[src/rtl/img_crypt_pkg.sv]
`default_nettype none
// ============================================================================
// Module   : img_crypt_pkg
// Brief    : Shared definitions for the image encrypt/decrypt datapath:
//            default key, frame geometry, keystream function and the
//            sweep FSM state encoding.
// Options  : ROLLING_KEY_EN - mixes the low address byte into the keystream.
// Revision : 1.0 - initial release
// ============================================================================
package img_crypt_pkg;

    localparam logic [7:0] c_KEY_DEFAULT   = 8'b10110011;
    localparam int         c_ADDR_W        = 15;
    localparam int         c_DEPTH_DEFAULT = 19200;

`ifdef ROLLING_KEY_EN
    localparam bit c_ROLLING_KEY = 1'b1;
`else
    localparam bit c_ROLLING_KEY = 1'b0;
`endif

    // Frame sweep states, shared by both ends of the crypt path.
    typedef enum logic [1:0] {
        ST_IDLE  = 2'd0,
        ST_RUN   = 2'd1,
        ST_DRAIN = 2'd2,
        ST_DONE  = 2'd3
    } crypt_state_t;

    // Keystream byte for one address. The base stream is KEY ^ (KEY << 4)
    // kept to 8 bits; the rolling variant folds in the low address byte so
    // that identical plaintext bytes do not produce identical ciphertext.
    function automatic logic [7:0] ks(input logic [7:0] key, input logic [7:0] addr_lo);
        logic [7:0] base;
        base = key ^ {key[3:0], 4'h0};
        return c_ROLLING_KEY ? (base ^ addr_lo) : base;
    endfunction

endpackage
`default_nettype wire

[src/rtl/keystream_gen.sv]
`default_nettype none
// ============================================================================
// Module   : keystream_gen
// Brief    : Produces the keystream byte for a given buffer address. Used on
//            both the encrypt and decrypt sides so they stay bit-identical.
// Options  : ROLLING_KEY_EN - per-address keystream (KS ^ addr[7:0]);
//            undefined gives a constant keystream.
// Revision : 1.0 - initial release
// ============================================================================
module keystream_gen
    import img_crypt_pkg::*;
#(
    parameter int ADDR_W = c_ADDR_W
) (
    input  logic [7:0]        key,
    input  logic [ADDR_W-1:0] addr,
    output logic [7:0]        ks_byte
);

    logic [7:0] w_addr_lo;
    // Upper address bits never influence the keystream; folded here so the
    // full address bus is visibly consumed.
    logic       w_unused_addr_hi;

    generate
        if (ADDR_W > 8) begin : g_addr_wide
            assign w_addr_lo        = addr[7:0];
            assign w_unused_addr_hi = ^addr[ADDR_W-1:8];
        end else begin : g_addr_narrow
            assign w_addr_lo        = 8'(addr);
            assign w_unused_addr_hi = 1'b0;
        end
    endgenerate

    assign ks_byte = img_crypt_pkg::ks(key, w_addr_lo);

endmodule
`default_nettype wire

[src/rtl/encrypter.sv]
`default_nettype none
// ============================================================================
// Module   : encrypter
// Brief    : Sweeps a plaintext frame buffer (1-cycle registered-read BRAM),
//            XORs each byte with the shared keystream and writes ciphertext
//            into the encrypted-image BRAM. One full pass per start pulse,
//            one byte per cycle, fixed 2-cycle read-to-write latency.
// Options  : ROLLING_KEY_EN - per-address keystream (see keystream_gen).
// Revision : 1.0 - initial release
// ============================================================================
module encrypter
    import img_crypt_pkg::*;
#(
    parameter logic [7:0] KEY    = c_KEY_DEFAULT,
    parameter int         DEPTH  = c_DEPTH_DEFAULT,   // 1..32768
    parameter int         ADDR_W = c_ADDR_W
) (
    input  logic              clk,
    input  logic              rst_n,
    input  logic              start,
    input  logic [7:0]        plain_data,
    output logic [ADDR_W-1:0] read_addr,
    output logic [7:0]        encrypted_data,
    output logic [ADDR_W-1:0] write_addr,
    output logic              write_en,
    output logic              busy,
    output logic              done
);

    localparam logic [ADDR_W-1:0] c_LAST_ADDR = ADDR_W'(DEPTH - 1);

    crypt_state_t      r_state;
    crypt_state_t      w_state_nxt;

    logic [ADDR_W-1:0] r_read_addr;

    // Read-return stage: tracks which address the BRAM is answering.
    logic              r_rd_valid;
    logic [ADDR_W-1:0] r_rd_addr;

    // Write stage registers, driven straight onto the output ports.
    logic              r_wr_en;
    logic [ADDR_W-1:0] r_wr_addr;
    logic [7:0]        r_enc_data;

    logic              w_accept;
    logic              w_advance;
    logic              w_last_write;
    logic              w_busy;
    logic              w_done;
    logic [7:0]        w_ks;

    // The keystream is selected by the address whose data is arriving this
    // cycle, which is exactly the address that will be written next edge.
    keystream_gen #(
        .ADDR_W (ADDR_W)
    ) u_keystream_gen (
        .key     (KEY),
        .addr    (r_rd_addr),
        .ks_byte (w_ks)
    );

    assign w_last_write = r_wr_en && (r_wr_addr == c_LAST_ADDR);

    // FSM state register.
    always_ff @(posedge clk or negedge rst_n) begin
        if (!rst_n) begin
            r_state <= ST_IDLE;
        end else begin
            r_state <= w_state_nxt;
        end
    end

    // FSM next-state and control decode. busy covers issue and drain; done
    // is a single-cycle state, so busy drops exactly when done rises.
    always_comb begin
        w_state_nxt = r_state;
        w_accept    = 1'b0;
        w_advance   = 1'b0;
        w_busy      = 1'b0;
        w_done      = 1'b0;
        case (r_state)
            ST_IDLE: begin
                if (start) begin
                    w_accept    = 1'b1;
                    w_state_nxt = ST_RUN;
                end
            end
            ST_RUN: begin
                w_busy = 1'b1;
                if (r_read_addr == c_LAST_ADDR) begin
                    w_state_nxt = ST_DRAIN;
                end else begin
                    w_advance = 1'b1;
                end
            end
            ST_DRAIN: begin
                w_busy = 1'b1;
                if (w_last_write) begin
                    w_state_nxt = ST_DONE;
                end
            end
            ST_DONE: begin
                w_done      = 1'b1;
                w_state_nxt = ST_IDLE;
            end
            default: begin
                w_state_nxt = ST_IDLE;
            end
        endcase
    end

    // Read address: restarts at 0 on an accepted start, steps once per RUN
    // cycle and otherwise holds, so it parks on DEPTH-1 after a pass.
    always_ff @(posedge clk or negedge rst_n) begin
        if (!rst_n) begin
            r_read_addr <= '0;
        end else if (w_accept) begin
            r_read_addr <= '0;
        end else if (w_advance) begin
            r_read_addr <= r_read_addr + ADDR_W'(1);
        end
    end

    // Read-return stage: every RUN cycle has an issued address in flight.
    always_ff @(posedge clk or negedge rst_n) begin
        if (!rst_n) begin
            r_rd_valid <= 1'b0;
            r_rd_addr  <= '0;
        end else begin
            r_rd_valid <= (r_state == ST_RUN);
            r_rd_addr  <= r_read_addr;
        end
    end

    // Write stage: encrypt the returning byte; address and data hold their
    // last values between passes.
    always_ff @(posedge clk or negedge rst_n) begin
        if (!rst_n) begin
            r_wr_en    <= 1'b0;
            r_wr_addr  <= '0;
            r_enc_data <= '0;
        end else begin
            r_wr_en <= r_rd_valid;
            if (r_rd_valid) begin
                r_wr_addr  <= r_rd_addr;
                r_enc_data <= plain_data ^ w_ks;
            end
        end
    end

    assign read_addr      = r_read_addr;
    assign write_addr     = r_wr_addr;
    assign encrypted_data = r_enc_data;
    assign write_en       = r_wr_en;
    assign busy           = w_busy;
    assign done           = w_done;

endmodule
`default_nettype wire

[config.mk]
export PLATFORM = sky130hd
export DESIGN_NAME = encrypter
export DESIGN_NICKNAME = d
export VERILOG_FILES = /design/src/rtl/img_crypt_pkg.sv /design/src/rtl/keystream_gen.sv /design/src/rtl/encrypter.sv
export SDC_FILE = /design/constraint.sdc
export NUM_CORES = 1
export LEC_CHECK = 0
export ABC_AREA = 1
export CORE_AREA = 2 2 78 80
export DETAILED_ROUTE_END_ITERATION = 6
export DIE_AREA = 0 0 80 82
export DONT_BUFFER_PORTS = 1
export SLEW_MARGIN = 40
export SYNTH_ARGS = -nofsm -noshare
export SYNTH_HDL_FRONTEND = slang
export SYNTH_SLANG_ARGS = --single-unit
export TNS_END_PERCENT = 1
[constraint.sdc]
create_clock -name clk -period 2.1 [get_ports clk]
set_clock_uncertainty 0.2 [all_clocks]
set_input_delay 0.42 -clock clk [delete_from_list [all_inputs] [get_ports clk]]
set_output_delay 0.42 -clock clk [all_outputs]
set_load 0.02 [all_outputs]
# Word level (Yosys, flattened, before mapping)
# Cells that the tools add are included.
[classes] n_reduce_logical=5 n_mux=12 eq_ne=8 bitwise_logic=1 add_sub_neg=1
[op_table] cell="$eq A15 B15 Y1 const B" n=2
[op_table] cell="$mux W15" n=2
[op_table] cell="$add A15 B1 Y15 const B" n=1
[op_table] cell="$pmux W2 S4" n=1
[op_table] cell="$mux W1" n=6
[op_table] cell="$mux W2" n=3
[op_table] cell="$ne A2 B2 Y1 const B" n=3
[op_table] cell="$eq A2 B2 Y1 const B" n=2
[op_table] cell="$not A3 Y3" n=1
[op_table] cell="$reduce_and A3 Y1" n=1
[op_table] cell="$eq A2 B1 Y1 const B" n=1
[op_table] cell="$logic_not A2 Y1" n=1
[op_table] cell="$reduce_bool A2 Y1" n=1
[op_table] cell="$reduce_or A2 Y1" n=1
[op_table] cell="$logic_and A1 B1 Y1" n=1
[totals] elab_cells=34 register_bits=57

# Depth between registers and ports, before layout
# Gate-level depths: netlist of run 1.
[depth] depth_word=5 mapped_depth=11 depth_no_buf=10

# Modules after synthesis
# Synthesis of run 1 repeated with hierarchy kept, for this count alone.
[unflattened] cells_unflattened=327 area_unflattened_um2=2680.1
[by_module_without_submodules] module="encrypter" seq_area_each_um2=1426.4 area_per_inst_um2=2575.0 instances=1 cells_per_inst=303
[by_module_without_submodules] module="keystream_gen" seq_area_each_um2=0.0 area_per_inst_um2=105.1 instances=1 cells_per_inst=24

# Least setup slack after synthesis of run 1
# OpenSTA, ideal clock, no wires.
[synth_timing] path_kind="reg2reg" start="register r_read_addr[0] (netlist: read_addr[0])" end="register r_read_addr[10] (netlist: read_addr[10])" path_buffers=1 required_ps=1834 slack_ps=227 t_arrival_ps=1607 stages_incl_launch_ff=11 path_cell_list="dfrtp_1 ha_1 nand3_2 nor2_4 nand2_2 nand2_4 nand2_4 clkinv_2 buf_6 nand2_1 nand2_1"
[synth_between] elab_chain_len=4 word_cells_on_any_way=7 cone_classes="add/sub (1); eq/ne (1); mux (4); reduce/logical (1)"
[synth_rtl] element="from (decl)" line_no="encrypter.sv:35" rtl="logic [ADDR_W-1:0] r_read_addr;"
[synth_rtl] element="from (signal assigned)" line_no="encrypter.sv:121" rtl="r_read_addr <= r_read_addr + ADDR_W'(1);"
[synth_rtl] element="branches (longest 4 deep; another with $add A15 B1 Y15)"
# Parallel ways; which one is timed is not known. The select of a mux whose other input is x is not followed.
# A chain may end at the register's enable or synchronous reset.

# Worst setup path in the final report of run 1
[layout_timing] start="register r_state[0]" end="output busy"
[layout_between] elab_chain_len=3 word_cells_on_any_way=4 cone_classes="eq/ne (2); mux (1); reduce/logical (1)"
[layout_rtl] element="from (decl)" line_no="encrypter.sv:32" rtl="crypt_state_t r_state;"
[layout_rtl] element="from (signal assigned)" line_no="encrypter.sv:70" rtl="r_state <= w_state_nxt;"
[layout_rtl] element="$eq A2 B1 Y1 or $eq A2 B2 Y1 (tied branches)" line_no="encrypter.sv:82" rtl="case (r_state)"
[layout_rtl] element="$reduce_or A2 Y1 (no source line) *"
[layout_rtl] element="$mux W1 *" line_no="encrypter.sv:82"
[layout_rtl] element="to (decl)" line_no="encrypter.sv:26" rtl="output logic busy,"
# Every way passes the cells marked *; elsewhere a longest branch is shown, timed or not.

==> results of run 1 <==
-- layout by cell type, fill, tap and decap left out, drive strengths merged --
| cell | Yosys | routed |
|---|---|---|
| a21oi | 1 | 1 |
| buf | 2 | 18 |
| bufinv | 0 | 1 |
| clkbuf | 5 | 12 |
| clkinv | 1 | 3 |
| dfrtp | 57 | 57 |
| dlygate4sd3 | 0 | 4 |
| ha | 6 | 6 |
| inv | 18 | 18 |
| nand2 | 129 | 129 |
| nand3 | 14 | 14 |
| nand4 | 15 | 15 |
| nor2 | 26 | 26 |
| o21ai | 6 | 6 |
| o21bai | 1 | 1 |
| or2 | 2 | 2 |
| xor2 | 6 | 6 |
-- layout make-up --
class	instances	area (sq um)	area share, %
clock buffer	12	155	5.27
clock inverter	3	40.0	1.36
inverter	19	72.6	2.47
multi-input combinational	206	958	32.6
sequential	57	1430	48.5
tap	75	93.8	3.19
timing repair buffer	22	195	6.64
-- sequential cells by signal (all words and copies together), names as in the netlist --
name,cells
r_rd_valid,1
write_addr,15
read_addr,15
write_en,1
r_state,2
r_rd_addr,15
encrypted_data,8
-- cell families (layout without fill, tap and decap cells) --
family                   Yosys count  count (layout)  synth area share, %
AO/OA/AOI/OAI                      8               8                 1.71
AND/OR/NAND/NOR                  186             186                 31.6
adder cells (fa/ha/maj)            6               6                 3.01
XOR/XNOR                           6               6                 2.11
buffers and inverters             26              56                 4.32
flip-flops                        57              57                 57.2
-- worst max-delay path: stages, from the launching register on --
cell	delay (ns)
dfrtp_1	0.39
inv_1	0.10
ha_1	0.42
-- synthesized netlist by cell type, drive strengths merged --
| master | number |
|---|---|
| clkbuf | 5 |
| nand4 | 15 |
| nand2 | 129 |
| clkinv | 1 |
| o21bai | 1 |
| inv | 18 |
| a21oi | 1 |
| ha | 6 |
| nor2 | 26 |
| or2 | 2 |
| buf | 2 |
| nand3 | 14 |
| xor2 | 6 |
| dfrtp | 57 |
| o21ai | 6 |
-- power by group through the flow --
stage / registers (mW) / clock network (mW) / logic (mW)
after floorplan: 1.76 / 0 / 0.668
after global placement: 1.70 / 0 / 1.02
after detailed placement: 1.71 / 0 / 1.03
after CTS: 1.69 / 1.04 / 1.07
after global routing: 1.72 / 1.09 / 1.18
final: 1.69 / 1.01 / 1.05
-- per-layer routing --
layer  vias to the layer above  wire, um
met4                         0        80
met2                        57      2450
met5                         -         0
li1                        966         -
met1                       862      2410
met3                         7       433
-- worst paths after layout --
kind,start,endpoint,depth (start not counted)
setup reg to reg,read_addr[0],read_addr[9],9
max in group asynchronous,rst_n,read_addr[13],2
hold reg to reg,r_rd_addr[6],write_addr[6],2
hold / removal,plain_data[4],encrypted_data[4],2
setup / recovery,r_state[0],busy,2
min in group asynchronous,rst_n,write_addr[6],2
==> results.sh, run 1 <==
export IMPL_gp_congestion=0.827
export IMPL_grt_use_total_pct=18.6
export IMPL_r2r_slack_ns=0.31
export IMPL_cp_arrival_ns=1.23
export IMPL_grt_max_degree=58
export IMPL_grt_overflow=0
export IMPL_crit_type="reg2out"
export IMPL_die_h_um=82
export IMPL_cts_inserted_buffers=9
export IMPL_ctsResizeCount=0
export IMPL_clockBufferDepth=2
export IMPL_dr_total_vias=1892
export IMPL_drt_iter0_drc=73
export IMPL_min_period_ns=1.85
export IMPL_ys_seq_area_share_pct=57.2
export IMPL_met3_usage_pct=7.25
export IMPL_fin_area_sq_um=2940
export IMPL_hold_buffers=4
export IMPL_status="complete, no violations"
export IMPL_hold_viol_final=0
export IMPL_setup_violations=0
export IMPL_synth_area_sq_um=2490
export IMPL_drive_above_1_share_pct=13.2
export IMPL_total_power_mw=3.74
export IMPL_clock_latency_ns=0.33
export IMPL_cts_tree="built"
export IMPL_htree_levels=3
export IMPL_synth_largest_area_cell="dfrtp_1"
export IMPL_pwr_share_seq_pct=45.1
export IMPL_rsz0062_at_grt="false"
export IMPL_swShare_pct=38.8
export IMPL_p_sw_mw=1.45
export IMPL_numPortBuffers=0
export IMPL_endpoint_kind="output pin"
export IMPL_maxCapViolCount=0
export IMPL_syn_area_per_cell_sq_um=8.62
export IMPL_p_leak_nw=1.56
export IMPL_power_internal_mw=2.29
export IMPL_grt_pass1_wl_mm=9.09
export IMPL_post_cts_buffers=0
export IMPL_holdWs_ns=0.0242
export IMPL_ys_ff_latch=57
export IMPL_clkSinkCount=57
export IMPL_worstSetupStartpointType="flip-flop"
export IMPL_grt_pass1_vias=1904
export IMPL_synth_fp_nets=306
export IMPL_io_pins=52
export IMPL_layout_setup_ws_ns=0.246
export IMPL_clk_pin_slew_ns=0.06
export IMPL_fin_nets=332
export IMPL_post_drt_wl_per_cell_um=13.6
export IMPL_synth_area_top_cells="dfrtp_1 (57%), nand2_1 (19%), nand4_1 (3.8%), nor2_1 (3.8%), ha_1 (3.0%)"
export IMPL_crit_required_ns=1.48
export IMPL_maxSlewViolCount=0
export IMPL_die_area_sq_um=6560
export IMPL_finalCritPeriodShare_pct=88.3
export IMPL_antenna_cells=0
export IMPL_ir_worst_vdd_v=0.000484
export IMPL_rows=28
export IMPL_viasPerCell=4.80
export IMPL_drc=0
export IMPL_cp_max_fo=4
export IMPL_syn_inst=289
export IMPL_hp_class="in2reg"
export IMPL_ant_nets=0
export IMPL_first_pass_iters=4
export IMPL_use_met1_pct=22.8
export IMPL_synth_top_cell_area_share_pct=57.2
export IMPL_top_usage_layer="met2"
export IMPL_antenna_found_initial=0
export IMPL_preCtsSetupSlack_ns=0.319
export IMPL_final_cells=394
export IMPL_die_w_um=80
export IMPL_initial_core_util_pct=43.4
export IMPL_dp_cells=374
export IMPL_fillers=573
export IMPL_p_clk_share_pct=26.9
export IMPL_fmax_mhz=539
export IMPL_comb_power_share_pct=28.0
export IMPL_use_met2_pct=30.3
export IMPL_ys_warn_count=0
export IMPL_core_area_sq_um=5750
export IMPL_cts_root_buf="clkbuf_8"
export IMPL_routed_wl_mm=5.38
export IMPL_areaGrowthSynthToFinish_pct=18.0
export IMPL_dp_hpwl_mm=3.77
export IMPL_placed_area_sq_um=2680
export IMPL_fin_setup_tns_ns=0
export IMPL_fin_util_pct=51.2
export IMPL_relSlewSlack_pct=56.8
export IMPL_netlist_cell_type_count=22
export IMPL_p_per_area_nw_per_um2=1270
export IMPL_worst_pin_slew_ns=0.647
Note: power is estimated with default switching activity, not from simulation.
==> inputs of run 2 (changes only) <==
--- a/config.mk
+++ b/config.mk
@@ -6,9 +6,9 @@
 export NUM_CORES = 1
 export LEC_CHECK = 0
 export ABC_AREA = 1
-export CORE_AREA = 2 2 78 80
+export CORE_AREA = 2 2 100 63
 export DETAILED_ROUTE_END_ITERATION = 6
-export DIE_AREA = 0 0 80 82
+export DIE_AREA = 0 0 102 65
 export DONT_BUFFER_PORTS = 1
 export SLEW_MARGIN = 40
 export SYNTH_ARGS = -nofsm -noshare
==> run 2 against run 1 <==
  * Register-to-register slack about the same
  * Die area increased by 1.1%
  * First-iteration DRC count increased by 33%
  * Clock-buffer cell count decreased by 2
  * Fmax decreased by 2.4%
  * Combinational power about the same
  * Sequential cell count unchanged
  * Via count increased by 2.0%
  * Largest cell class unchanged
==> results.sh, run 2 (synthesis results as in run 1) <==
export IMPL_die_h_um=65
export IMPL_endpoint_kind="output pin"
export IMPL_core_area_sq_um=5840
export IMPL_antenna_cells=0
export IMPL_grt_overflow=0
export IMPL_min_period_ns=1.90
export IMPL_routed_wl_mm=5.98
export IMPL_status="complete, no violations"
export IMPL_hp_class="in2reg"
export IMPL_io_pins=52
export IMPL_finalCritPeriodShare_pct=90.5
export IMPL_layout_common_cells="nand2_1 (126), dfrtp_1 (57), nor2_1 (25), buf_4 (17), inv_1 (16)"
export IMPL_total_power_mw=3.73
export IMPL_crit_path_start="r_state[0]"
export IMPL_worst_pin_slew_ns=0.673
export IMPL_cts_inserted_buffers=9
export IMPL_fin_setup_tns_ns=0
export IMPL_layout_setup_ws_ns=0.200
export IMPL_crit_required_ns=1.48
export IMPL_ant_nets=0
export IMPL_post_cts_buffers=0
export IMPL_holdWs_ns=0.00937
export IMPL_antenna_found_initial=0
export IMPL_areaGrowthSynthToFinish_pct=19.3
export IMPL_dr_total_vias=1930
export IMPL_first_pass_iters=5
export IMPL_cts_tree="built"
export IMPL_die_w_um=102
export IMPL_post_drt_wl_per_cell_um=14.7
export IMPL_clkSinkCount=57
export IMPL_viasPerCell=4.74
export IMPL_crit_type="reg2out"
export IMPL_final_common_cell="nand2_1"
export IMPL_hp_start="plain_data[6]"
export IMPL_clk_pin_slew_ns=0.07
export IMPL_fmax_mhz=526
export IMPL_cts_root_buf="clkbuf_8"
export IMPL_gp_congestion=0.824
export IMPL_maxCapViolCount=0
export IMPL_grt_use_total_pct=19.9
export IMPL_reg2reg_from="read_addr[0]"
export IMPL_rsz0062_at_grt="false"
export IMPL_fin_nets=335
export IMPL_ir_worst_vdd_v=0.000449
export IMPL_dp_hpwl_mm=4.10
export IMPL_grt_pass1_vias=1841
export IMPL_p_leak_nw=1.57
export IMPL_worstSetupStartpointType="flip-flop"
export IMPL_rows=22
export IMPL_final_cells=407
export IMPL_clock_latency_ns=0.34
export IMPL_maxSlewViolCount=0
export IMPL_drt_iter0_drc=97
export IMPL_p_per_area_nw_per_um2=1250
export IMPL_preCtsSetupSlack_ns=0.310
export IMPL_relSlewSlack_pct=55.1
export IMPL_r2r_slack_ns=0.30
export IMPL_grt_max_degree=58
export IMPL_drc=0
export IMPL_cp_max_fo=4
export IMPL_htree_levels=3
export IMPL_setup_violations=0
export IMPL_clockBufferDepth=2
export IMPL_numPortBuffers=0
export IMPL_drive_above_1_share_pct=13.3
export IMPL_cp_arrival_ns=1.28
export IMPL_grt_pass1_wl_mm=9.67
export IMPL_die_area_sq_um=6630
export IMPL_dp_cells=383
export IMPL_hold_viol_final=0
export IMPL_initial_core_util_pct=42.7
export IMPL_ctsResizeCount=0
-- run 2: cell type report --
cell class	instances	area [sq um]
fillers	581	2860
flip-flops and latches	57	1430
multi-input cells	206	958
repair buffers	25	225
clock buffers	10	128
well taps	84	105
inverters	19	72.6
clock inverters	6	58.8
-- run 2: final timing paths --
| check | to | cells after the start |
|---|---|---|
| max | busy | 2 |
| min | encrypted_data[6] | 2 |
| max reg2reg | read_addr[9] | 9 |
| min reg2reg | write_addr[13] | 2 |
| max in group asynchronous | r_rd_addr[14] | 2 |
| min in group asynchronous | read_addr[2] | 2 |
-- run 2: critical path, stage by stage, from the launching register on --
cell     delay (ns)
dfrtp_1        0.41
inv_1          0.10
ha_1           0.43
-- run 2: per-layer routing --
layer	part of all wire, %	vias up	track usage [%]
met5	0	-	0
met4	1.1	0	5.50
met3	6.8	7	7.66
met2	41	45	26.7
met1	51	915	29.6
li1	-	963	-
-- run 2: timing repair --
action | in CTS | in global routing
setup endpoints to repair | 0 | 0
hold buffers | 8 | 0
hold endpoints to repair | 63 | 0
-- run 2: power breakdown --
part	leakage (nW)	internal (mW)	switching, mW
Combinational	0.702	0.332	0.720
Clock	0.0998	0.541	0.443
Sequential	0.770	1.35	0.344
Total	1.57	2.22	1.51
-- run 2: stage by stage --
step / utilization (%) / cell area [sq um]
after global placement: 46.1 / 2690
after detailed placement: 46.1 / 2690
after CTS: 51.0 / 2970
after floorplan: - / 2490
after global routing: 51.0 / 2970
final: 51.0 / 2970
==> inputs of run 3 (changes only) <==
--- a/config.mk
+++ b/config.mk
@@ -5,10 +5,10 @@
 export SDC_FILE = /design/constraint.sdc
 export NUM_CORES = 1
 export LEC_CHECK = 0
-export ABC_AREA = 1
-export CORE_AREA = 2 2 100 63
+export CAP_MARGIN = 20
+export CORE_AREA = 2 2 97 62
 export DETAILED_ROUTE_END_ITERATION = 6
-export DIE_AREA = 0 0 102 65
+export DIE_AREA = 0 0 99 64
 export DONT_BUFFER_PORTS = 1
 export SLEW_MARGIN = 40
 export SYNTH_ARGS = -nofsm -noshare
==> run 3 against run 2 <==
  * Critical path depth rose by 4
  * Area after synthesis fell by 4.5%
  * Hold slack improved by 0.026 ns
  * Combinational power fell by 96%
  * Synthesized cell count fell by 40%
  * Sequential share of layout area rose by 0.43 points
  * Worst setup slack got worse by 0.11 ns
  * Clock power rose by 7%
  * Sequential cell count did not move
  * Clock-buffer cell count rose by 4
  * Highest routed layer unchanged
==> results.sh, run 3 <==
export IMPL_status="complete, no violations"
export IMPL_initial_core_util_pct=44.2
export IMPL_synth_largest_area_cell="dfrtp_1"
export IMPL_cts_tree="built"
export IMPL_cp_max_fo=12
export IMPL_io_pins=52
export IMPL_setup_violations=0
export IMPL_ys_top_cells_by_count="dfrtp_1 (57), mux2_2 (20), inv_1 (7), nand2_1 (7)"
export IMPL_holdWs_ns=0.0352
export IMPL_clkSinkCount=57
export IMPL_synthFlopType="dfrtp_1"
export IMPL_cts_root_buf="clkbuf_8"
export IMPL_antenna_found_initial=0
export IMPL_use_met1_pct=24.1
export IMPL_maxSlewViolCount=0
export IMPL_fmax_mhz=498
export IMPL_layout_setup_ws_ns=0.0915
export IMPL_worstSetupStartpointType="flip-flop"
export IMPL_slowest_delay_ns=0.44
export IMPL_synth_async_reset_ratio_pct=100
export IMPL_fin_area_sq_um=2950
export IMPL_finalCritPeriodShare_pct=95.6
export IMPL_synth_edff_count=0
export IMPL_dr_total_vias=1525
export IMPL_critPathSlowestCell="or3_2"
export IMPL_clk_pin_slew_ns=0.06
export IMPL_crit_chain="inv_1, ha_1, o41ai_4, buf_4, or3_2, a21oi_1"
export IMPL_die_area_sq_um=6340
export IMPL_syn_inst=174
export IMPL_gp_congestion=0.905
export IMPL_cp_arrival_ns=2.06
export IMPL_use_met2_pct=26.4
export IMPL_ant_nets=0
export IMPL_ys_ff_latch=57
export IMPL_viasPerCell=5.31
export IMPL_reg2reg_from="r_state[1]"
export IMPL_synth_area_sq_um=2380
export IMPL_hold_viol_final=0
export IMPL_worst_pin_slew_ns=0.372
export IMPL_crit_required_ns=2.15
export IMPL_rows=21
export IMPL_fin_util_pct=54.8
export IMPL_syn_area_per_cell_sq_um=13.7
export IMPL_synth_most_common_cell="dfrtp_1"
export IMPL_top_usage_layer="met2"
export IMPL_netlist_cell_type_count=34
export IMPL_placed_area_sq_um=2670
export IMPL_drc=0
export IMPL_grt_use_total_pct=18.5
export IMPL_preCtsSetupSlack_ns=0.0896
export IMPL_endpoint_kind="flip-flop"
export IMPL_grt_pass1_wl_mm=8.65
export IMPL_post_drt_wl_per_cell_um=18.2
export IMPL_critical_path_top_delay_family="simple AND/OR/NAND/NOR gates"
export IMPL_drt_iter0_drc=93
export IMPL_synth_fp_nets=191
export IMPL_ys_warn_count=0
export IMPL_htree_levels=3
export IMPL_critPathBufInv=2
export IMPL_synth_top_cell_area_share_pct=59.9
export IMPL_ys_seq_area_share_pct=59.9
export IMPL_maxCapViolCount=0
export IMPL_first_pass_iters=4
export IMPL_layout_common_cells="dfrtp_1 (55), buf_4 (28), mux2_2 (20), clkbuf_8 (12)"
export IMPL_core_area_sq_um=5390
export IMPL_met3_usage_pct=7.44
export IMPL_crit_path_start="r_state[1]"
export IMPL_crit_type="reg2reg"
export IMPL_rsz0062_at_grt="false"
export IMPL_clock_latency_ns=0.33
export IMPL_p_leak_nw=1.30
export IMPL_fin_setup_tns_ns=0
export IMPL_fillers=424
export IMPL_clockBufferDepth=2
export IMPL_cts_inserted_buffers=9
export IMPL_grt_pass1_vias=1656
export IMPL_final_common_cell="dfrtp_1"
export IMPL_die_h_um=64
export IMPL_areaGrowthSynthToFinish_pct=24.0
export IMPL_synth_area_top_cells="dfrtp_1 (60%), mux2_2 (9.5%), ha_1 (3.2%), o41ai_4 (2.3%), mux2i_1 (2.1%)"
export IMPL_ir_worst_vdd_v=0.000450
export IMPL_die_w_um=99
export IMPL_routed_wl_mm=5.21
export IMPL_p_per_area_nw_per_um2=749
export IMPL_fin_nets=230
export IMPL_drive_above_1_share_pct=36.2
export IMPL_antenna_cells=0
export IMPL_hp_start="plain_data[2]"
export IMPL_grt_max_degree=58
export IMPL_relSlewSlack_pct=74.9
export IMPL_min_period_ns=2.01
export IMPL_grt_overflow=0
export IMPL_numPortBuffers=0
export IMPL_dp_hpwl_mm=3.71
export IMPL_hp_class="in2reg"
[run 3: worst register-to-register path, stage by stage, from the launching register on]
cell and delay [ns]:
dfrtp_1 0.41, inv_1 0.12, ha_1 0.28, o41ai_4 0.12, buf_4 0.19, or3_2 0.45, a21oi_1 0.17
[run 3: worst paths after layout]
path | end | slack (ns) | depth (start not counted)
max reg2reg | read_addr[5] | 0.09 | 6
min in group asynchronous | read_addr[4] | 0.40 | 2
max | read_addr[5] | 0.09 | 6
max in group asynchronous | read_addr[14] | 1.06 | 2
min reg2reg | r_rd_addr[0] | 0.25 | 0
min | encrypted_data[2] | 0.04 | 1
[run 3: layout make-up]
type	count	area, sq um	share of cell area [%]
well taps	69	86.3	2.92
inverters	7	26.3	0.890
clock inverters	2	35.0	1.19
repair buffers	33	278	9.41
multi-input cells	105	926	31.4
clock buffers	14	173	5.85
flip-flops and latches	57	1430	48.4
[run 3: per-layer routing]
layer,up-vias,wire (um)
met5,-,0
met4,0,105
met3,13,458
met2,57,2330
met1,746,2320
li1,709,-
[run 3: cells by family (layout without fill, tap and decap cells)]
kind of cell,Yosys count,after routing,share of synthesized area (%)
xor gates and xnor gates,4,4,1.47
DFF,57,57,59.9
muxes,26,26,12.2
buffers and inverters,12,56,2.21
adders and majority gates,6,6,3.15
AOI/OAI and AO/OA,18,18,6.36
and+or+nand+nor,51,51,14.7
[run 3: repair_timing]
item	4_1_cts	5_1_grt
resized for setup	0	2
hold buffers	5	0
hold endpoints to repair	60	0
setup buffers	0	0
setup endpoints to repair	0	2
[run 3: power by group]
group          switching [mW]  internal [mW]  total, mW  leakage, nW
Combinational          0.0251         0.0157     0.0408        0.522
Clock                   0.405          0.644       1.05        0.107
Sequential             0.0150           1.11       1.12        0.674
Total                   0.445           1.77       2.21         1.30
[run 3: per-stage QoR]
step	total power, mW	std cells
after floorplan	1.15	174
after global placement	1.15	266
after detailed placement	1.15	266
after CTS	2.24	287
after global routing	2.31	287
final	2.21	287
